## config.mk

```make
export PLATFORM = sky130hd
export DESIGN_NAME = vram_arbiter
export DESIGN_NICKNAME = d
export VERILOG_FILES = /design/src/rtl/tankb_pkg.sv /design/src/rtl/vram_wbuf.sv /design/src/rtl/vram_arbiter.sv
export SDC_FILE = /design/constraint.sdc
export NUM_CORES = 1
export LEC_CHECK = 0
export ABC_AREA = 1
export CORE_MARGIN = 4
export CORE_UTILIZATION = 25
export CTS_CLUSTER_DIAMETER = 60
export DETAILED_ROUTE_END_ITERATION = 10
export DONT_BUFFER_PORTS = 1
export GPL_TIMING_DRIVEN = 0
export PLACE_DENSITY = 0.45
export SLEW_MARGIN = 10
export SYNTH_ARGS = -nofsm -noshare
export SYNTH_HDL_FRONTEND = slang
export SYNTH_SLANG_ARGS = --single-unit
```

## constraint.sdc

```tcl
create_clock -name clk -period 5.15 [get_ports clk]
set_input_delay 0.7725 -clock clk [delete_from_list [all_inputs] [get_ports clk]]
set_output_delay 0.7725 -clock clk [all_outputs]
set_load 0.05 [all_outputs]
```

## src/rtl/tankb_pkg.sv

```systemverilog
`default_nettype none
// ============================================================================
// Module      : tankb_pkg
// Description : Shared types and default widths for the video-RAM arbiter.
//               Default address/data/counter widths, the CPU read-FSM state
//               encoding and the RAM-cycle owner encoding.
// Revision    : 1.0 - initial release
// ============================================================================
package tankb_pkg;

  localparam int C_ADDR_W = 11;  // 2K bytes of video/work RAM
  localparam int C_DATA_W = 8;
  localparam int C_CNT_W  = 16;

  // CPU read sequencer
  typedef enum logic [1:0] {
    IDLE     = 2'd0,
    RD_ISSUE = 2'd1,
    RD_DATA  = 2'd2
  } rd_state_t;

  // Who drives the RAM this cycle, listed highest priority first
  typedef enum logic [1:0] {
    OWN_VID    = 2'd0,
    OWN_WDRAIN = 2'd1,
    OWN_CPURD  = 2'd2,
    OWN_IDLE   = 2'd3
  } owner_t;

endpackage
`default_nettype wire

```

## src/rtl/vram_wbuf.sv

```systemverilog
`default_nettype none
// ============================================================================
// Module      : vram_wbuf
// Description : One-entry posted-write buffer for CPU writes into the shared
//               RAM, with address compare so a read of the buffered address
//               can be served from the buffer.
// Ports       : clk, rst        - clock, async active-high reset
//               wr_req/addr/data - CPU write offered this cycle
//               wr_accept        - write accepted (buffer was empty)
//               drain            - buffer contents go to RAM this cycle
//               rd_addr, rd_hit  - forwarding lookup
//               valid/addr/data  - current buffer contents
// Revision    : 1.0 - initial release
// ============================================================================
module vram_wbuf
  import tankb_pkg::*;
#(
  parameter int ADDR_W = C_ADDR_W,
  parameter int DATA_W = C_DATA_W
) (
  input  logic              clk,
  input  logic              rst,
  input  logic              wr_req,
  input  logic [ADDR_W-1:0] wr_addr,
  input  logic [DATA_W-1:0] wr_data,
  output logic              wr_accept,
  input  logic              drain,
  input  logic [ADDR_W-1:0] rd_addr,
  output logic              rd_hit,
  output logic              valid,
  output logic [ADDR_W-1:0] addr,
  output logic [DATA_W-1:0] data
);

  logic              r_valid;
  logic [ADDR_W-1:0] r_addr;
  logic [DATA_W-1:0] r_data;

  // Acceptance looks at the registered valid flag, so a write offered in the
  // drain cycle waits one more cycle.
  assign wr_accept = wr_req && !r_valid;
  assign rd_hit    = r_valid && (rd_addr == r_addr);
  assign valid     = r_valid;
  assign addr      = r_addr;
  assign data      = r_data;

  always_ff @(posedge clk or posedge rst) begin
    if (rst) begin
      r_valid <= 1'b0;
      r_addr  <= '0;
      r_data  <= '0;
    end else if (wr_accept) begin
      r_valid <= 1'b1;
      r_addr  <= wr_addr;
      r_data  <= wr_data;
    end else if (drain) begin
      r_valid <= 1'b0;
    end
  end

endmodule
`default_nettype wire

```

## src/rtl/vram_arbiter.sv

```systemverilog
`default_nettype none
// ============================================================================
// Module      : vram_arbiter
// Description : Shares a single-port synchronous-read RAM between the video
//               tile-fetch path and the CPU. Video slots always win; CPU
//               writes are posted into a one-entry buffer; CPU reads stall
//               through cpu_ready until a free RAM cycle returns the data.
// Ports       : clk, rst                 - clock, async active-high reset
//               vid_slot/vid_addr        - video fetch request
//               vid_data/vid_valid       - fetched byte, two cycles later
//               cpu_req/we/addr/wdata    - CPU access, held until cpu_ready
//               cpu_rdata/cpu_ready      - CPU completion (combinational)
//               ram_addr/we/wdata/rdata  - RAM macro interface
//               stall_cnt                - saturating CPU stall-cycle count
// Revision    : 1.0 - initial release
// ============================================================================
module vram_arbiter
  import tankb_pkg::*;
#(
  parameter int ADDR_W = C_ADDR_W,
  parameter int DATA_W = C_DATA_W,
  parameter int CNT_W  = C_CNT_W
) (
  input  logic              clk,
  input  logic              rst,
  input  logic              vid_slot,
  input  logic [ADDR_W-1:0] vid_addr,
  output logic [DATA_W-1:0] vid_data,
  output logic              vid_valid,
  input  logic              cpu_req,
  input  logic              cpu_we,
  input  logic [ADDR_W-1:0] cpu_addr,
  input  logic [DATA_W-1:0] cpu_wdata,
  output logic [DATA_W-1:0] cpu_rdata,
  output logic              cpu_ready,
  output logic [ADDR_W-1:0] ram_addr,
  output logic              ram_we,
  output logic [DATA_W-1:0] ram_wdata,
  input  logic [DATA_W-1:0] ram_rdata,
  output logic [CNT_W-1:0]  stall_cnt
);

  rd_state_t         r_state;
  rd_state_t         w_state_nxt;
  owner_t            w_owner;

  logic              r_vid_p1;
  logic              r_vid_valid;
  logic [DATA_W-1:0] r_vid_data;
  logic [ADDR_W-1:0] r_addr_hold;
  logic [CNT_W-1:0]  r_stall_cnt;

  logic              w_wr_req;
  logic              w_wr_accept;
  logic              w_drain;
  logic              w_rd_hit;
  logic              w_buf_valid;
  logic [ADDR_W-1:0] w_buf_addr;
  logic [DATA_W-1:0] w_buf_data;

  // --------------------------------------------------------------------------
  // Posted-write buffer. Writes are only taken while no read is in flight;
  // the CPU holds its request, so this never drops a write.
  // --------------------------------------------------------------------------
  assign w_wr_req = cpu_req && cpu_we && !rst && (r_state == IDLE);
  assign w_drain  = (w_owner == OWN_WDRAIN);

  vram_wbuf #(
    .ADDR_W (ADDR_W),
    .DATA_W (DATA_W)
  ) u_wbuf (
    .clk       (clk),
    .rst       (rst),
    .wr_req    (w_wr_req),
    .wr_addr   (cpu_addr),
    .wr_data   (cpu_wdata),
    .wr_accept (w_wr_accept),
    .drain     (w_drain),
    .rd_addr   (cpu_addr),
    .rd_hit    (w_rd_hit),
    .valid     (w_buf_valid),
    .addr      (w_buf_addr),
    .data      (w_buf_data)
  );

  // --------------------------------------------------------------------------
  // RAM-cycle owner. A read is issued only from RD_ISSUE once both video and
  // the write buffer leave the cycle free.
  // --------------------------------------------------------------------------
  always_comb begin
    w_owner = OWN_IDLE;
    if (!rst) begin
      if (vid_slot)                w_owner = OWN_VID;
      else if (w_buf_valid)        w_owner = OWN_WDRAIN;
      else if (r_state == RD_ISSUE) w_owner = OWN_CPURD;
    end
  end

  // The address is combinational so a synchronous-read RAM returns data one
  // cycle after the owner cycle; idle cycles replay the last address.
  always_comb begin
    ram_addr = r_addr_hold;
    case (w_owner)
      OWN_VID:    ram_addr = vid_addr;
      OWN_WDRAIN: ram_addr = w_buf_addr;
      OWN_CPURD:  ram_addr = cpu_addr;
      default:    ram_addr = r_addr_hold;
    endcase
  end

  assign ram_we    = w_drain;
  assign ram_wdata = w_buf_data;

  always_ff @(posedge clk or posedge rst) begin
    if (rst) begin
      r_addr_hold <= '0;
    end else if (w_owner != OWN_IDLE) begin
      r_addr_hold <= ram_addr;
    end
  end

  // --------------------------------------------------------------------------
  // CPU read FSM and handshake
  // --------------------------------------------------------------------------
  always_ff @(posedge clk or posedge rst) begin
    if (rst) r_state <= IDLE;
    else     r_state <= w_state_nxt;
  end

  always_comb begin
    w_state_nxt = r_state;
    cpu_ready   = 1'b0;
    cpu_rdata   = '0;
    if (!rst) begin
      case (r_state)
        IDLE: begin
          if (!cpu_req) begin
            cpu_ready = 1'b1;
          end else if (cpu_we) begin
            cpu_ready = w_wr_accept;
          end else if (w_rd_hit) begin
            // Newest data still sits in the buffer: answer with zero wait
            cpu_ready = 1'b1;
            cpu_rdata = w_buf_data;
          end else begin
            w_state_nxt = RD_ISSUE;
          end
        end
        RD_ISSUE: begin
          if (w_owner == OWN_CPURD) w_state_nxt = RD_DATA;
        end
        RD_DATA: begin
          cpu_ready   = 1'b1;
          cpu_rdata   = ram_rdata;
          w_state_nxt = IDLE;
        end
        default: w_state_nxt = IDLE;
      endcase
    end
  end

  // --------------------------------------------------------------------------
  // Video return pipeline: slot at T, RAM data during T+1, registered so it
  // is presented during T+2.
  // --------------------------------------------------------------------------
  always_ff @(posedge clk or posedge rst) begin
    if (rst) begin
      r_vid_p1    <= 1'b0;
      r_vid_valid <= 1'b0;
      r_vid_data  <= '0;
    end else begin
      r_vid_p1    <= vid_slot;
      r_vid_valid <= r_vid_p1;
      if (r_vid_p1) r_vid_data <= ram_rdata;
    end
  end

  assign vid_valid = r_vid_valid;
  assign vid_data  = r_vid_data;

  // --------------------------------------------------------------------------
  // Saturating stall counter
  // --------------------------------------------------------------------------
  always_ff @(posedge clk or posedge rst) begin
    if (rst) begin
      r_stall_cnt <= '0;
    end else if (cpu_req && !cpu_ready && (r_stall_cnt != '1)) begin
      r_stall_cnt <= r_stall_cnt + 1'b1;
    end
  end

  assign stall_cnt = r_stall_cnt;

endmodule
`default_nettype wire

```

Word level (Yosys, flattened, before mapping):

Cells that the tools add are included.

* $add $sub $neg: 1
* $mul: 0
* divide/modulo/power cells: 0
* order comparisons: 0
* equal/unequal tests: 11
* shift operators: 0
* muxes and demuxes: 22
* bitwise gates (word level): 1
* reduce and logical (&&, ||, !) cells: 14

Operator list (number)
* one-hot mux 11 bit (3 select lines): 1
* 2-to-1 mux 8 bit: 4
* adder 16 x 1 -> 16 bit (second input constant): 1
* inequality test 16 bit (second input constant): 1
* one-hot mux 8 bit (2 select lines): 1
* 2-to-1 mux 2 bit: 7
* equality test 11 bit: 1
* inequality test 2 bit (second input constant): 4
* logical AND 1 bit: 7
* 2-to-1 mux 1 bit: 7
* AND reduction 5 bit: 1
* equality test 2 x 1 -> 1 bit (second input constant): 2
* equality test 2 bit (second input constant): 2
* zero test 2 bit: 2
* one-hot mux 2 bit (2 select lines): 1
* zero test 1 bit: 3
* inequality test 2 x 1 -> 1 bit (second input constant): 1
* one-hot mux 1 bit (2 select lines): 1
* nonzero test 2 bit: 1
* inverter 1 bit: 1

* register bits after elaboration: 59
* bits in latches: 0
* bits in writable memories: 0
* bits in read-only memories: 0
* input port bits: 43
* output and inout port bits: 54
* word-level logic and storage cells: 58
* memories: 0

Longest topological paths before layout:

* depth after elaboration: 11
* depth in mapped cells: 13
* depth with buffers taken out: 12

Modules after synthesis:

Synthesis repeated with hierarchy kept, for this count alone.

* cell total of the unflattened synthesis: 446
* area total of the unflattened synthesis: 3358.2 µm²

Modules (own cells, without submodules)
* vram_arbiter: instances 1, cells an instance 317, area an instance 2348.5 µm², seq. area each 975.9 µm²
* vram_wbuf: instances 1, cells an instance 129, area an instance 1009.7 µm², seq. area each 500.5 µm²

Worst setup path before layout:

No wires, ideal clock.

* path kind: input-to-output
* start point: input port rst
* end point: output port ram_addr[10]
* arrival: 3.129 ns
* required time: 4.378 ns
* slack: 1.248 ns
* cell stages on the path: 5
* path buffers: 1
* cells stage by stage: inv_1 o31ai_1 clkbuf_1 nand2_1 o2111ai_1

* longest elaborated chain between the ends: 3
* elaborated cells between the ends (all ways): 5
* those cells by class: eq/ne (2); mux (2); reduce/logical (1)

RTL lines
* from (decl): RTL line vram_arbiter.sv:25 `input logic rst,`
* 2-to-1 mux 2 bit *: RTL line vram_arbiter.sv:92 `if (!rst) begin`
* equality test 2 bit (tied with other cells): RTL line vram_arbiter.sv:103 `case (w_owner)`
* one-hot mux 11 bit (3 select lines) *: RTL line vram_arbiter.sv:103
* to (decl): RTL line vram_arbiter.sv:36 `output logic [ADDR_W-1:0] ram_addr,`

Mark *: on every way between the ends. The rest lies on a longest branch, timed or not.

Final worst setup path:

* start point: register u_wbuf.r_valid, in the netlist u_wbuf.valid
* end point: output port ram_addr[1]

* longest elaborated chain between the ends: 5
* elaborated cells between the ends (all ways): 7
* those cells by class: eq/ne (2); mux (4); reduce/logical (1)

RTL lines
* from (decl): RTL line vram_wbuf.sv:35 `logic r_valid;`
* from (signal assigned): RTL line vram_wbuf.sv:49 `r_valid <= 1'b0;`
* from (signal assigned): RTL line vram_wbuf.sv:53 `r_valid <= 1'b1;`
* from (signal assigned): RTL line vram_wbuf.sv:57 `r_valid <= 1'b0;`
* 2-to-1 mux 2 bit: RTL line vram_arbiter.sv:94 `else if (w_buf_valid) w_owner = OWN_WDRAIN;`
* 2-to-1 mux 2 bit: RTL line vram_arbiter.sv:93 `if (vid_slot) w_owner = OWN_VID;`
* 2-to-1 mux 2 bit: RTL line vram_arbiter.sv:92
* equality test 2 x 1 -> 1 bit
* via ram_we: RTL line vram_arbiter.sv:37 `output logic ram_we,`
* one-hot mux 11 bit (3 select lines): RTL line vram_arbiter.sv:103

The timed path passes the listed nets, and every way through them passes these cells.

==> flow_metrics.tcl <==
set metrics [dict create \
    ff2ff_setup_slack_ps 2630 \
    critPathLaunchType "flop" \
    vias 2828 \
    dieHeight_um 122.3 \
    layout_common_cells "nand2_1 (133), dfrtp_1 (59), inv_1 (40), nor2_1 (40), nand3_1 (26)" \
    numCtsBuffers 9 \
    finalCriticalPeriod_ps 3843 \
    synth_nets 466 \
    grt_pass1_vias 2800 \
    min_from "r_vid_p1" \
    clk_latency_ps 330 \
    synthDistinctLibCells 30 \
    final_common_cell "nand2_1" \
    cts_resized 0 \
    die-area_sq_mm 0.01496 \
    fin_setup_tns_ps 0 \
    ir_worst_vdd_mv 0.1814 \
    endpoint_kind "output port" \
    cp.required_ps 4380 \
    max_freq_mhz 260.2 \
    holdBufCountCts 0 \
    wl_um 9643 \
    cts.sinks 59 \
    critPathSlowestCell "nor3_2" \
    port_buffers 0 \
    critPathKind "flop to output port" \
    maxSlewHeadroom_pct 15.02 \
    critical_path_buf_inv_count 2 \
    antennaDiodeCount 0 \
    hold_viol 0 \
    grt-ovfl-total 0 \
    crit_chain "inv_1 > nor3_2 > inv_1 > o22ai_1 > a21oi_1 > nand2_1" \
    cts_root_buffer "clkbuf_16" \
    powerDensity_mw_per_mm2 537.9 \
    cts_tree "built" \
    dr.pass1.iters 4 \
    start_util_pct 25.68 \
    crit_top_cell "inv_1" \
    via_per_inst 4.636 \
    clock_path_buffers 2 \
    period_share_pct 74.63 \
    grt_pass1_wl_um 14920 \
    slew_viol_final 0 \
    syn2layout_area_growth_pct 16.09 \
    r2r-start "u_wbuf.valid" \
    hold_path.class "flop to flop" \
    clk_pin_slew_worst_paths_ps 50 \
    drc_errors 0 \
    die_x_um 122.3 \
    status "finished clean" \
    cp_top_family "simple AND/OR/NAND/NOR gates" \
    setup_viol 0 \
    drive_above_1_share_pct 9.589 \
    hpwl_um 7283 \
    hold_ws_ps 375.8 \
    fillers 1418 \
    leakage_nw 1.795 \
    drtAntennaViolNets 0 \
    cpPeakStageDelay_ps 950 \
    fp-row-count 41 \
    rsz0062_at_grt "no" \
    detailedPlace.worstSlack_ps 1278 \
    cts_max_level 3 \
    final_nets 477 \
    synth_cells 422 \
    syn_area_sq_mm 0.003267 \
    cts_setup_buffers 0 \
    worst_pin_slew_ps 1268 \
    crit_arrival_ps 3070 \
    wl_per_cell_um 15.81 \
    pin_count 97 \
    gp_congestion 0.7896 \
    synth_area_per_cell_sq_um 7.741 \
    antenna_found_initial 0 \
    startpoint "u_wbuf.valid" \
    synth-seq-cells 59 \
    max_cap_violations 0 \
    fin_skew_ps 7.270 \
    grt_usage_pct 13.20 \
    first_iter_violations 135 \
    grt_max_degree 62 \
    yosysWarningCount 0 \
    synth-seq-area-share_pct 45.19 \
    core_sq_mm 0.01272 \
    path_max_fanout 8 \
    timing.final.ws_setup_ps 1307 \
]
layout make-up:
| type | instances | area [sq um] | share of cell area, % |
|---|---|---|---|
| clock buffers | 15 | 277.8 | 7.324 |
| well taps | 172 | 215.2 | 5.675 |
| clock inverters | 1 | 30.03 | 0.7918 |
| plain buffers | 11 | 52.55 | 1.386 |
| flip-flops and latches | 59 | 1476 | 38.93 |
| multi-input cells | 307 | 1569 | 41.37 |
| inverters | 45 | 171.4 | 4.520 |
power breakdown:
group	internal, mW	switching, mW	total (mW)
logic	0.148	0.374	0.523
registers	0.588	0.305	0.893
clock network	0.415	0.209	0.624
metal layers:
metal	wire length (um)	share of wire (%)	track usage (%)	up-vias
met4	164	1.7	5.248	0
met1	3943	41	15.82	1336
li1	-	-	-	1393
met2	4589	48	20.95	86
met3	945	9.8	5.576	13
met5	0	0	0	-
path summary, 6_finish.rpt:
kind / endpoint / cells after the start
min in group asynchronous: r_state[0] / 1
min reg2reg: vid_valid / 0
max in group asynchronous: stall_cnt[8] / 1
max reg2reg: r_addr_hold[1] / 6
min: vid_valid / 0
max: ram_addr[1] / 6
sequential cells by signal (all words and copies together), names as in the netlist:
signal        flops
r_addr_hold      11
r_state           2
r_vid_p1          1
stall_cnt        16
u_wbuf.addr      11
u_wbuf.data       8
u_wbuf.valid      1
vid_data          8
vid_valid         1
Yosys cell counts (all sizes together):
cell type,number,area [sq um]
xor2,11,96.34
nand3,29,167.7
nand4,10,62.56
inv,44,165.2
o21ai,13,65.06
mux2,11,123.9
buf,4,26.27
clkbuf,7,26.28
xnor2,5,43.79
clkinv,1,3.750
nand2,136,528.0
nor3,7,40.04
nor4,1,6.260
ha,1,12.51
dfrtp,59,1476
o31ai,2,20.02
o2111ai,6,52.55
o22ai,9,56.30
and2,1,6.260
a21oi,23,115.1
nor2,42,172.7
cell families after synthesis:
logic type	share of synthesized area, %
AO/OA/AOI/OAI	9.460
XOR/XNOR	4.289
adder cells (fa/ha/maj)	0.3829
buffers and inverters	6.779
flip-flops	45.19
multiplexers	3.792
AND/OR/NAND/NOR	30.10
worst reg2reg max path, cell delays in order (launching register included):
cell	delay [ps]
dfrtp_1	400
inv_1	100
nor3_2	950
inv_1	440
o22ai_1	370
a21oi_1	100
nand2_1	90
per-stage QoR:
| stage | total power [mW] | area (sq um) | cells | util (%) |
|---|---|---|---|---|
| 6_report | 2.040 | 3792 | 610 | 29.81 |
| 5_1_grt | 2.160 | 3792 | 610 | 29.81 |
| 4_1_cts | 2.065 | 3792 | 610 | 29.81 |
| 3_5_place_dp | 1.432 | 3485 | 594 | 27.39 |
| 3_3_place_gp | 1.421 | 3482 | 594 | 27.37 |
| 2_1_floorplan | 1.310 | 3267 | 422 | - |
Power figures use the tool's default switching activity.
